[src/rtl/cpu_controller_pkg.sv]
// Shared opcode and sequencer-phase encodings for the controller, ALU and instruction register.
package cpu_defs;

  typedef enum logic [2:0] {
    OP_HLT = 3'd0,
    OP_SKZ = 3'd1,
    OP_ADD = 3'd2,
    OP_AND = 3'd3,
    OP_XOR = 3'd4,
    OP_LDA = 3'd5,
    OP_STO = 3'd6,
    OP_JMP = 3'd7
  } opcode_t;

  typedef enum logic [2:0] {
    PH_INST_ADDR  = 3'd0,
    PH_INST_FETCH = 3'd1,
    PH_INST_LOAD  = 3'd2,
    PH_IDLE       = 3'd3,
    PH_OP_ADDR    = 3'd4,
    PH_OP_FETCH   = 3'd5,
    PH_ALU_OP     = 3'd6,
    PH_STORE      = 3'd7
  } phase_t;

  localparam int PHASE_W = 3;

  // Instructions that read an operand from memory into the accumulator path.
  function automatic logic is_aluop(opcode_t op);
    return (op == OP_ADD) || (op == OP_AND) || (op == OP_XOR) || (op == OP_LDA);
  endfunction

endpackage

[src/rtl/cpu_controller_if.sv]
// Instruction-decode inputs and control strobes between the controller and the datapath.
interface cpu_controller_if;
  import cpu_defs::*;

  logic [PHASE_W-1:0] opcode;
  logic               zero;
  logic [PHASE_W-1:0] phase;
  logic               sel;
  logic               rd;
  logic               ld_ir;
  logic               halt;
  logic               inc_pc;
  logic               ld_pc;
  logic               ld_ac;
  logic               wr;
  logic               data_e;

  modport master (
    input  opcode, zero,
    output phase, sel, rd, ld_ir, halt, inc_pc, ld_pc, ld_ac, wr, data_e
  );

  modport slave (
    output opcode, zero,
    input  phase, sel, rd, ld_ir, halt, inc_pc, ld_pc, ld_ac, wr, data_e
  );
endinterface

[src/rtl/cpu_controller_phase_counter.sv]
// Eight-phase instruction sequencer: wraps 7->0, freezes while hold is high.
module phase_counter
  import cpu_defs::*;
(
  input  logic               clk,
  input  logic               rst,
  input  logic               hold,
  output logic [PHASE_W-1:0] phase
);

  logic [PHASE_W-1:0] phase_reg;

  always_ff @(posedge clk) begin
    if (rst) begin
      phase_reg <= PH_INST_ADDR;
    end else if (!hold) begin
      phase_reg <= phase_reg + 3'd1;
    end
  end

  assign phase = phase_reg;

endmodule

[src/rtl/cpu_controller.sv]
// Control-strobe decode and sticky halt flag for the eight-phase CPU sequencer.
module cpu_controller
  import cpu_defs::*;
(
  input  logic               clk,
  input  logic               rst,
  cpu_controller_if.master   bus
);

  logic               halt_reg;
  logic               halt_now;
  logic [PHASE_W-1:0] phase_raw;
  phase_t             ph;
  opcode_t            op;
  logic               aluop;

  logic sel_c, rd_c, ld_ir_c, halt_c, inc_pc_c, ld_pc_c, ld_ac_c, wr_c, data_e_c;

  assign ph    = phase_t'(phase_raw);
  assign op    = opcode_t'(bus.opcode);
  assign aluop = is_aluop(op);

  // The phase must not advance on the edge that latches a new HLT, so hold
  // covers the decode cycle as well as the sticky flag.
  assign halt_now = !rst && (halt_reg || (ph == PH_OP_ADDR && op == OP_HLT));

  phase_counter u_phase_counter (
    .clk   (clk),
    .rst   (rst),
    .hold  (halt_now),
    .phase (phase_raw)
  );

  always_ff @(posedge clk) begin
    if (rst) begin
      halt_reg <= 1'b0;
    end else if (halt_now) begin
      halt_reg <= 1'b1;
    end
  end

  always_comb begin
    sel_c    = 1'b0;
    rd_c     = 1'b0;
    ld_ir_c  = 1'b0;
    halt_c   = 1'b0;
    inc_pc_c = 1'b0;
    ld_pc_c  = 1'b0;
    ld_ac_c  = 1'b0;
    wr_c     = 1'b0;
    data_e_c = 1'b0;
    if (rst) begin
      sel_c = 1'b1;
    end else if (halt_reg) begin
      halt_c = 1'b1;
    end else begin
      case (ph)
        PH_INST_ADDR: sel_c = 1'b1;
        PH_INST_FETCH: begin
          sel_c = 1'b1;
          rd_c  = 1'b1;
        end
        PH_INST_LOAD, PH_IDLE: begin
          sel_c   = 1'b1;
          rd_c    = 1'b1;
          ld_ir_c = 1'b1;
        end
        PH_OP_ADDR: begin
          halt_c   = (op == OP_HLT);
          inc_pc_c = (op != OP_HLT);
        end
        PH_OP_FETCH: rd_c = aluop;
        PH_ALU_OP: begin
          rd_c     = aluop;
          inc_pc_c = (op == OP_SKZ) && bus.zero;
          ld_pc_c  = (op == OP_JMP);
          data_e_c = (op == OP_STO);
        end
        PH_STORE: begin
          rd_c     = aluop;
          ld_ac_c  = aluop;
          ld_pc_c  = (op == OP_JMP);
          wr_c     = (op == OP_STO);
          data_e_c = (op == OP_STO);
        end
        default: sel_c = 1'b0;
      endcase
    end
  end

  assign bus.phase  = phase_raw;
  assign bus.sel    = sel_c;
  assign bus.rd     = rd_c;
  assign bus.ld_ir  = ld_ir_c;
  assign bus.halt   = halt_c;
  assign bus.inc_pc = inc_pc_c;
  assign bus.ld_pc  = ld_pc_c;
  assign bus.ld_ac  = ld_ac_c;
  assign bus.wr     = wr_c;
  assign bus.data_e = data_e_c;

endmodule
[src/flat_wrapper.sv]
// flat-port wrapper written by rule: the top's interface ports become plain ports
module cpu_controller_flat import cpu_defs::*;
  (clk, rst, bus_opcode, bus_zero, bus_phase, bus_sel, bus_rd, bus_ld_ir, bus_halt, bus_inc_pc, bus_ld_pc, bus_ld_ac, bus_wr, bus_data_e);
  cpu_controller_if bus_i ();
  input  logic clk;
  input  logic rst;
  input wire logic [$bits(bus_i.opcode)-1:0] bus_opcode;
  input wire logic [$bits(bus_i.zero)-1:0] bus_zero;
  output wire logic [$bits(bus_i.phase)-1:0] bus_phase;
  output wire logic [$bits(bus_i.sel)-1:0] bus_sel;
  output wire logic [$bits(bus_i.rd)-1:0] bus_rd;
  output wire logic [$bits(bus_i.ld_ir)-1:0] bus_ld_ir;
  output wire logic [$bits(bus_i.halt)-1:0] bus_halt;
  output wire logic [$bits(bus_i.inc_pc)-1:0] bus_inc_pc;
  output wire logic [$bits(bus_i.ld_pc)-1:0] bus_ld_pc;
  output wire logic [$bits(bus_i.ld_ac)-1:0] bus_ld_ac;
  output wire logic [$bits(bus_i.wr)-1:0] bus_wr;
  output wire logic [$bits(bus_i.data_e)-1:0] bus_data_e;
  assign bus_i.opcode = bus_opcode;
  assign bus_i.zero = bus_zero;
  assign bus_phase = bus_i.phase;
  assign bus_sel = bus_i.sel;
  assign bus_rd = bus_i.rd;
  assign bus_ld_ir = bus_i.ld_ir;
  assign bus_halt = bus_i.halt;
  assign bus_inc_pc = bus_i.inc_pc;
  assign bus_ld_pc = bus_i.ld_pc;
  assign bus_ld_ac = bus_i.ld_ac;
  assign bus_wr = bus_i.wr;
  assign bus_data_e = bus_i.data_e;
  cpu_controller u_core (.clk(clk), .rst(rst), .bus(bus_i));
endmodule
[config.mk]
export PLATFORM = sky130hd
export DESIGN_NAME = cpu_controller_flat
export DESIGN_NICKNAME = d
export VERILOG_FILES = /design/src/rtl/cpu_controller_pkg.sv /design/src/rtl/cpu_controller_if.sv /design/src/rtl/cpu_controller_phase_counter.sv /design/src/rtl/cpu_controller.sv /design/src/flat_wrapper.sv
export SDC_FILE = /design/constraint.sdc
export NUM_CORES = 1
export LEC_CHECK = 0
export ABC_AREA = 1
export CAP_MARGIN = 10
export CORE_AREA = 4 4 41 43
export DETAILED_ROUTE_END_ITERATION = 12
export DIE_AREA = 0 0 45 47
export SLEW_MARGIN = 20
export SYNTH_ARGS = -nofsm -noshare
export SYNTH_HDL_FRONTEND = slang
export SYNTH_HIERARCHICAL = 1
export SYNTH_SLANG_ARGS = --single-unit
[constraint.sdc]
create_clock -name clk -period 1.5 [get_ports clk]
set_input_delay 0.225 -clock clk [delete_from_list [all_inputs] [get_ports clk]]
set_output_delay 0.225 -clock clk [all_outputs]
set_load 0.05 [all_outputs]
* After elaboration in Yosys (flattened, before gate mapping)
Index checks and enable logic that the tools add are counted.
Storage, ports and cells: bits in registers 4, bits of input ports 6, output and inout port bits 12, word-level logic and storage cells 60
Operators by class: add/sub/neg operators 1, equality and inequality tests 14, multiplexer cells 27, reduce and logical (&&, ||, !) cells 16
Operators by type and width (count):
- 2-to-1 mux 1 bit | 25
- == test 3 bit (second input constant) | 8
- == test 3 x 2 -> 1 bit (second input constant) | 4
- == test 3 x 1 -> 1 bit (second input constant) | 2
- zero test 3 bit | 2
- OR reduction 3 bit | 2
- logical OR 1 bit | 4
- one-hot mux 1 bit (2 select lines) | 2
- OR reduction 2 bit | 2
- OR reduction 4 bit | 1
- adder 3 x 1 -> 3 bit (second input constant) | 1
- logical AND 1 bit | 3
- nonzero test 3 bit | 1
- zero test 1 bit | 1

* Depth between registers and ports, before layout
Gate-level depths: netlist of the first run.
depth after elaboration 7, mapped depth 9, mapped depth without buffers 9

* By module
The synthesis of the first run kept the hierarchy.
Modules (own cells, without submodules):
- cpu_controller | times used 1, cells an instance 41, area an instance 207.7 sq um, sequential area each 20.0 sq um
- phase_counter | times used 1, cells an instance 17, area an instance 130.1 sq um, sequential area each 60.1 sq um

* Worst setup path after synthesis of the first run
No wires, ideal clock.
path kind register to register, start reg u_core.u_phase_counter.phase_reg[2] (netlist: u_core/u_phase_counter/phase[2]), end reg u_core.u_phase_counter.phase_reg[2] (netlist: u_core/u_phase_counter/phase[2]), library setup time 0.117 ns, arrival time 2.133 ns, path slack -0.751 ns, cell stages (with the launch flop) 8, buffers on the path 0, cell sequence dfxtp_1 > nand3_1 > nor2_1 > nor2_1 > nor2_1 > inv_2 > a21oi_1 > nor2_1
Between the ends: longest elaborated chain between the ends 4
RTL lines:
- start, declared | line cpu_controller_phase_counter.sv:11 | logic [PHASE_W-1:0] phase_reg;
- start signal, assigned | line cpu_controller_phase_counter.sv:17 | phase_reg <= phase_reg + 3'd1;
- branches (longest 4 deep; another with adder 3 x 1 -> 3 bit)
Several ways; the timed one is not identified. A chain may end at the register's enable or synchronous reset.

* Worst setup path after layout of the first run
start reg u_core.u_phase_counter.phase_reg[0] (netlist: u_core/u_phase_counter/phase[0]), end out bus_inc_pc
Between the ends: longest elaborated chain between the ends 4
RTL lines:
- == test 3 bit | line cpu_controller.sv:57 | case (ph)
- one-hot mux 1 bit (2 select lines) * | line cpu_controller.sv:57
- 2-to-1 mux 1 bit * | line cpu_controller.sv:54 | end else if (halt_reg) begin
- 2-to-1 mux 1 bit * | line cpu_controller.sv:52 | if (rst) begin
- end, declared | line flat_wrapper.sv:14 | output wire logic [$bits(bus_i.inc_pc)-1:0] bus_inc_pc;
Mark *: on every way between the ends. The rest lies on a longest branch, timed or not.

==> impl_results.md, run 1 <==
* EDFF count, synth at 0
* Pre-CTS setup slack at -0.149 ns
* CP peak stage delay at approximately 0.37 ns
* # rows at 13
* Die W at approximately 45 µm
* Worst Hold End: u_core/halt_reg
* Sequential fraction of the synthesis area at 0.237
* Final design instance area without fill at 802 µm²
* RSZ-0062 raised after global routing: yes
* Final setup vio count at 1
* Final Hold Vio Count at 0
* Initial antenna violation count at 0
* Post-Route Utilization at 0.616
* Core footprint at approximately 1300 µm²
* Die area at between 2000 and 2500 µm²
* Largest net degree at the start of global routing at 6
* Hold path cells at 3
* Post-Syn Area at 338 µm²
* First-pass GRT wire length at between 1500 and 2000 µm
* Final ANT Viol Nets at 0
* Worst reg-to-reg setup slack at approximately 0.14 ns
* Seq. cell area at between 90 and 100 µm²
* Yosys top cell area share at 0.237
* Reg-to-Reg Start: u_core/u_phase_counter/phase[1]
* Critical path data arrival time at 1.28 ns
* Io pins at 18
* CP Max Fanout at 5
* Largest cells by area after synthesis: dfxtp_1 (24%), nor2_1 (16%), inv_1 (12%)
* Type of origin of the critical path: register
* Gpl congestion at just over 0.8
* Worst-Skew Late Latency at 0.24 ns
* Clk root buf: clkbuf_4
* CTS tree: yes
* DRT iter0 DRCs at 3
* Outcome: complete, but fails checks
* Total Power at between 400 and 500 µW
* Required @ worst endpoint at between 1 and 1.5 ns
* Fillers at 112
* Clock skew at around 0.014 ns
* CTS Sinks at 4
* Mapped Nets at 65
* CP max-delay cell: dfxtp_4
* Count leader, synth: nor2_1
* Mean Syn Cell Area at between 5 and 6 µm²
* Commonest cells post-synth: nor2_1 (14), inv_1 (11), nand2_1 (8)
* Slew margin rel. at 0.843
* Max reg flops at 3
* Initial core utilization at 0.260
* Htree depth at 1
* Synth unique cells at 16
* I/O Buffers at 17
* Hold_ws at ~0.44 ns
* Worst vdd ir at 0.000444 V
* GRT Util Overall at 0.117
* Total negative slack at -0.00227 ns
* Setup CP Type: reg2out
* DRC at 0
* Synth warn at 6
* Area leader, netlist: dfxtp_1
* Share of cells above drive strength 1 at 0.529
* Violated checks: setup timing
* Worst hold-check path type: in2reg
* Synth Flop Type: dfxtp_1
* CTS Hold Bufs at 0
* Final WL at between 1000 and 1500 µm
* Clk slew on worst S/H paths at 0.05 ns
* Final worst setup slack at -0.00227 ns
* CP endpoint kind: output port
* Tcrit/Tclk final at 1.00
* # diodes at 0
* Final HPWL DP at around 800 µm
* Multi-input logic area at about 280 µm²
* Min-Delay Startpoint: rst
* Max-cap viol count at 0
* Congestion Overflow GR at 0
* Die Ht at 47 µm
* Ordered list of cells on the worst path: inv_6 > nand2_2 > nor2_1 > nand2_1 > a21oi_2 > buf_12
* Top delay family on crit path: flip-flops
* Area Overhead vs Synth at 137%
* Via density at 4.45
* Clock buffer count from CTS at 3
* Wire per inst at 11.0 µm
* Worst Tran Pin Value at 0.235 ns
* Placed Cells at 92
* FF+latch count, synth at 4
* Slew Viols, Final at 0
* Drt first pass iters at 2
* WP buf/inv at 2
* Mapped Cells at between 50 and 60
* Fmax at roughly 0.67 GHz
* Vias in the first global route at 450
* Tmin final at around 1.5 ns
* Via count at roughly 450
* Dpl cell area at between 600 and 700 µm²
* Ys async rst share at 0
* Non-filler cells, final at 100
* PwrDens at 585 nW/µm²
* RR Endpoint: u_core/u_phase_counter/phase[2]
* CTS Buffer Depth at 2
* Static leakage at between 0.3 and 0.4 nW
* Reg2reg path depth at 9
* Nets at 93
==> layout by cell type (no fill, tap or decap), types with 2 or more instances in the layout <==
cell type	count
buf_12	12
inv_1	9
nor2_1	9
nand2_1	7
buf_4	6
dlygate4sd2_1	4
inv_2	4
clkbuf_4	3
nand3_2	3
nor2_4	3
dfxtp_4	3
nand3_1	2
nor2_2	2
o21ai_1	2
a21oi_2	2
==> worst min-delay path: stages <==
cell and delay (ns):
dlygate4sd2_1 0.22, buf_4 0.14, nor2_1 0.04
==> logic make-up after synthesis <==
| group | synth area share |
|---|---|
| buffers and inverters | 0.156 |
| AO/OA/AOI/OAI | 0.100 |
| adder cells (fa/ha/maj) | 0.0370 |
| XOR/XNOR | 0.0259 |
| flip-flops | 0.237 |
| AND/OR/NAND/NOR | 0.444 |
==> routing by layer <==
layer	track usage	vias up	wire length [µm]
met1	0.125	201	434
li1	-	232	-
met4	0.0409	0	0
met3	0.0383	0	68
met5	0	-	0
met2	0.215	12	597
==> power breakdown <==
| part | leakage (nW) | switching [mW] | internal (mW) |
|---|---|---|---|
| Sequential | 0.0348 | 0.0149 | 0.114 |
| Clock | 0.0150 | 0.0459 | 0.0999 |
| Combinational | 0.314 | 0.107 | 0.0874 |
==> area by class of cell <==
type	count	area share
flip-flops and latches	4	0.114
multi-input cells	40	0.346
repair buffers	23	0.412
well taps	15	0.0234
clock buffers	4	0.0328
inverters	14	0.0718
==> timing repair <==
item                                    in CTS  in global routing
pin swaps                                    2                  4
endpoints found under the setup margin       7                  6
hold endpoints to repair                     0                  0
gates resized for setup                     13                  9
setup buffers                                3                  1
==> worst max path at each step <==
stage                  to                             from  depth (start not counted)  slack, ns
3_3_place_gp     bus_halt                    bus_opcode[1]                          7      -0.13
3_5_place_dp     bus_halt                    bus_opcode[1]                          7      -0.15
5_1_grt        bus_inc_pc  u_core/u_phase_counter/phase[0]                          6      -0.11
2_1_floorplan   bus_ld_ir  u_core/u_phase_counter/phase[1]                          2      -0.04
6_report       bus_inc_pc  u_core/u_phase_counter/phase[0]                          6     -0.002
4_1_cts        bus_inc_pc  u_core/u_phase_counter/phase[0]                          6       0.01
No activity file was read; power rests on OpenSTA's default activity.
==> run 2, diff against run 1 <==
CAP_MARGIN = 20   (was 10)
==> results of run 2 <==
The final DEF is identical to that of run 1; final timing and power are the same.
==> run 3, diff against run 2 <==
CTS_CLUSTER_SIZE = 25   (was not set)
SYNTH_HIERARCHICAL = not set   (was 1)
==> run 3 against run 2 <==
The flow still finishes with violations (setup timing). Clock-buffer cell count unchanged. Non-clock buffer count is 12 higher. Fmax is 14% lower. Sequential power rose by 3%. First-iteration DRC count rose by 33%. Sequential share of layout area decreased by 3.0 points. Via count up 25%. Final area is 36% higher. Hold slack gained 0.12 ns. Synthesized area increased by 24%. Clock power is essentially flat.
==> impl_results.md, run 3 <==
* Largest cells by area after synthesis: dfxtp_1 (19%), ha_1 (18%), nand2_1 (14%)
* Static leakage at 0.486 nW (+34%)
* Combinational family with the most area after synthesis: simple AND/OR/NAND/NOR gates
* Commonest non-fill, non-tap cell in the layout: buf_4
* Htree depth at 1 (unchanged)
* Setup CP Type: reg2out
* Mapped Nets at 79 (+22%)
* Final HPWL DP at 1050 µm (+32%)
* Total Power at 708 µW (+51%)
* CP endpoint kind: output port
* Max reg flops at 3 (unchanged)
* Synth unique cells at 16 (unchanged)
* Initial core utilization at 0.322 (+0.0625)
* Area leader, netlist: dfxtp_1
* FF+latch count, synth at 4 (unchanged)
* Yosys top cell area share at 0.191 (-0.0460)
* CP max-delay cell: dfxtp_4
* Clk root buf: clkbuf_4
* Multiplexer area fraction after synthesis at 0 (unchanged)
* CTS tree: yes
* Worst hold-check path type: reg2reg
* Gpl congestion at 0.760 (-6.0%)
* GRT Util Overall at 0.147 (+0.0299)
* Final worst setup slack at -0.247 ns (-0.245 ns)
* Max-cap viol count at 0 (unchanged)
* I/O Buffers at 17 (unchanged)
* Min-Delay Startpoint: u_core.halt_reg
* Synth Area in Compound Gates at 0.104 (+0.00448)
* RSZ-0062 raised after global routing: yes
* Mapped Cells at 67 (+16%)
* Final WL at 1480 µm (+35%)
* Crit. Startpoint: u_core.u_phase_counter.phase[0]
* Clock skew at 0.00706 ns (-0.00685 ns)
* WP buf/inv at 1 (-1)
* CP peak stage delay at 0.35 ns (-0.02 ns)
* Final ANT Viol Nets at 0 (unchanged)
* Clock buffer count from CTS at 3 (unchanged)
* Required @ worst endpoint at 1.27 ns (about the same)
* Post-Synth XOR/XNOR Area at 0 (-0.0259)
* Fmax at 0.572 GHz (-14%)
* Ordered list of cells on the worst path: ha_4 > ha_4 > a21oi_4 > nand2_2 > o21ai_2 > nand2_2 > buf_6
* Vias in the first global route at 553 (+23%)
* Die area at 2120 µm² (unchanged)
* Slew margin rel. at 0.829 (-0.0139)
* Slew Viols, Final at 0 (unchanged)
* CTS Buffer Depth at 2 (unchanged)
* Post-synthesis adder-cell area fraction at 0.179 (+0.142)
* Worst Tran Pin Value at 0.257 ns (+0.0222 ns)
* Final setup vio count at 9 (+8)
* Reg-to-Reg Start: u_core.u_phase_counter.phase[1]
* Clk slew on worst S/H paths at 0.04 ns (about the same)
* Top delay family on crit path: flip-flops
* Nets at 119 (+28%)
* Largest net degree at the start of global routing at 7 (+1)
* Most frequent cells in the layout: buf_4 (15), buf_12 (11), nand2_1 (10)
* Outcome: complete, but fails checks
* Commonest cells post-synth: nand2_1 (16), inv_1 (9), nor2_1 (8)
* Worst vdd ir at 0.000508 V (+14%)
* Die W at 45 µm (unchanged)
* Synth warn at 0 (-6)
* Tmin final at 1.75 ns (+0.245 ns)
* CTS Sinks at 4 (unchanged)
* # diodes at 0 (unchanged)
* Placed Cells at 112 (+22%)
* Core footprint at 1300 µm² (unchanged)
* Pre-CTS setup slack at -0.195 ns (-0.0453 ns)
* Tcrit/Tclk final at 1.16 (+0.163)
* Ys async rst share at 0 (unchanged)
* Post-synthesis simple-gate area fraction at 0.418 (-0.0265)
* Mean Syn Cell Area at 6.26 µm² (+7.4%)
* Die Ht at 47 µm (unchanged)
* Wire per inst at 12.2 µm (+11%)
* EDFF count, synth at 0 (unchanged)
* Type of origin of the critical path: register
* Violated checks: setup timing
* Io pins at 18 (unchanged)
* Synth Flop Type: dfxtp_1
* CP Max Fanout at 3 (-2)
* Drt first pass iters at 5 (+3)
* Critical path data arrival time at 1.52 ns (+0.24 ns)
* Congestion Overflow GR at 0 (unchanged)
* First-pass GRT wire length at 2260 µm (+23%)
* # rows at 13 (unchanged)
* CTS Hold Bufs at 0 (unchanged)
* Post-Syn Area at 419 µm² (+24%)
* Non-filler cells, final at 121 (+21%)
* DRT iter0 DRCs at 4 (+1)
* Worst-Skew Late Latency at 0.23 ns (about the same)
* Area Overhead vs Synth at 161%
* Count leader, synth: nand2_1
* DRC at 0 (unchanged)
* Final Hold Vio Count at 0 (unchanged)
* Share of cells above drive strength 1 at 0.651 (+0.122)
* PwrDens at 649 nW/µm² (+11%)
* Via density at 4.59 (+3.1%)
* Via count at 555 (+25%)
* Initial antenna violation count at 0 (unchanged)
* Sequential fraction of the synthesis area at 0.191 (-0.0460)
[run 3: changes by cell type after synthesis, moves of 2 or more]
| cell | delta |
|---|---|
| o21ai_1 | +2 |
| nand3_2 | -2 |
| nor3_1 | +2 |
| ha_1 | +5 |
| nor2_2 | +3 |
| o21ai_0 | -3 |
| a21oi_1 | +3 |
| nand2_1 | +8 |
| inv_1 | -2 |
| nor2_1 | -6 |
[run 3: final timing paths]
path                                           to  slack [ns]  cells past startpoint
hold reg to reg   u_core.u_phase_counter.phase[2]        0.56                      3
hold / removal    u_core.u_phase_counter.phase[2]        0.56                      3
setup reg to reg  u_core.u_phase_counter.phase[1]        0.15                     10
setup / recovery                          bus_sel       -0.25                      7
[run 3: cell type report]
type	count	area, µm²
inverters	12	47.5
repair buffers	35	425
flip-flops and latches	4	91.3
multi-input cells	51	483
clock buffers	4	26.3
well taps	15	18.8
fillers	77	209
[run 3: per-layer routing]
layer  GRT usage  vias to the layer above  wire [µm]
met4      0.0526                        0          0
li1            -                      290          -
met5           0                        -          0
met1       0.157                      256        612
met2       0.285                        9        832
met3      0.0268                        0         37
[run 3: cells by family after synthesis]
group	count (synthesis)
flip-flops	4
AO/OA/AOI/OAI	8
buffers and inverters	12
AND/OR/NAND/NOR	37
adder cells (fa/ha/maj)	6
[run 3: where the power goes]
group / leakage [nW] / internal [mW] / total (mW) / switching [mW]
logic: 0.436 / 0.198 / 0.430 / 0.232
clock network: 0.0150 / 0.0999 / 0.145 / 0.0450
registers: 0.0348 / 0.119 / 0.133 / 0.0144
total: 0.486 / 0.416 / 0.708 / 0.292
[run 3: repair_timing]
action                                  CTS  global route
pin swaps                                 9             4
resized for setup                        15            10
buffers inserted                          3             3
gates cloned                              0             0
endpoints found under the hold margin     0             0
endpoints found under the setup margin    9             9
[run 3: worst register-to-register path, stage by stage (launching register included)]
cell     delay, ns
dfxtp_4       0.35
inv_1         0.10
ha_1          0.17
nand2_1       0.07
inv_2         0.08
nand3_4       0.08
buf_4         0.16
nand2_2       0.07
nand2_1       0.05
nand2_1       0.07
nor2_2        0.04
[run 3: through the flow]
step	hold WS, ns	TNS [ns]	utilization	cell area [µm²]
3_3_place_gp	0.527	-0.788	0.711	925
5_1_grt	0.572	-2.00	0.839	1090
4_1_cts	0.558	-1.34	0.794	1030
3_5_place_dp	0.541	-0.952	0.711	925
6_report	0.556	-1.36	0.839	1090
2_1_floorplan	0.283	-0.227	-	531
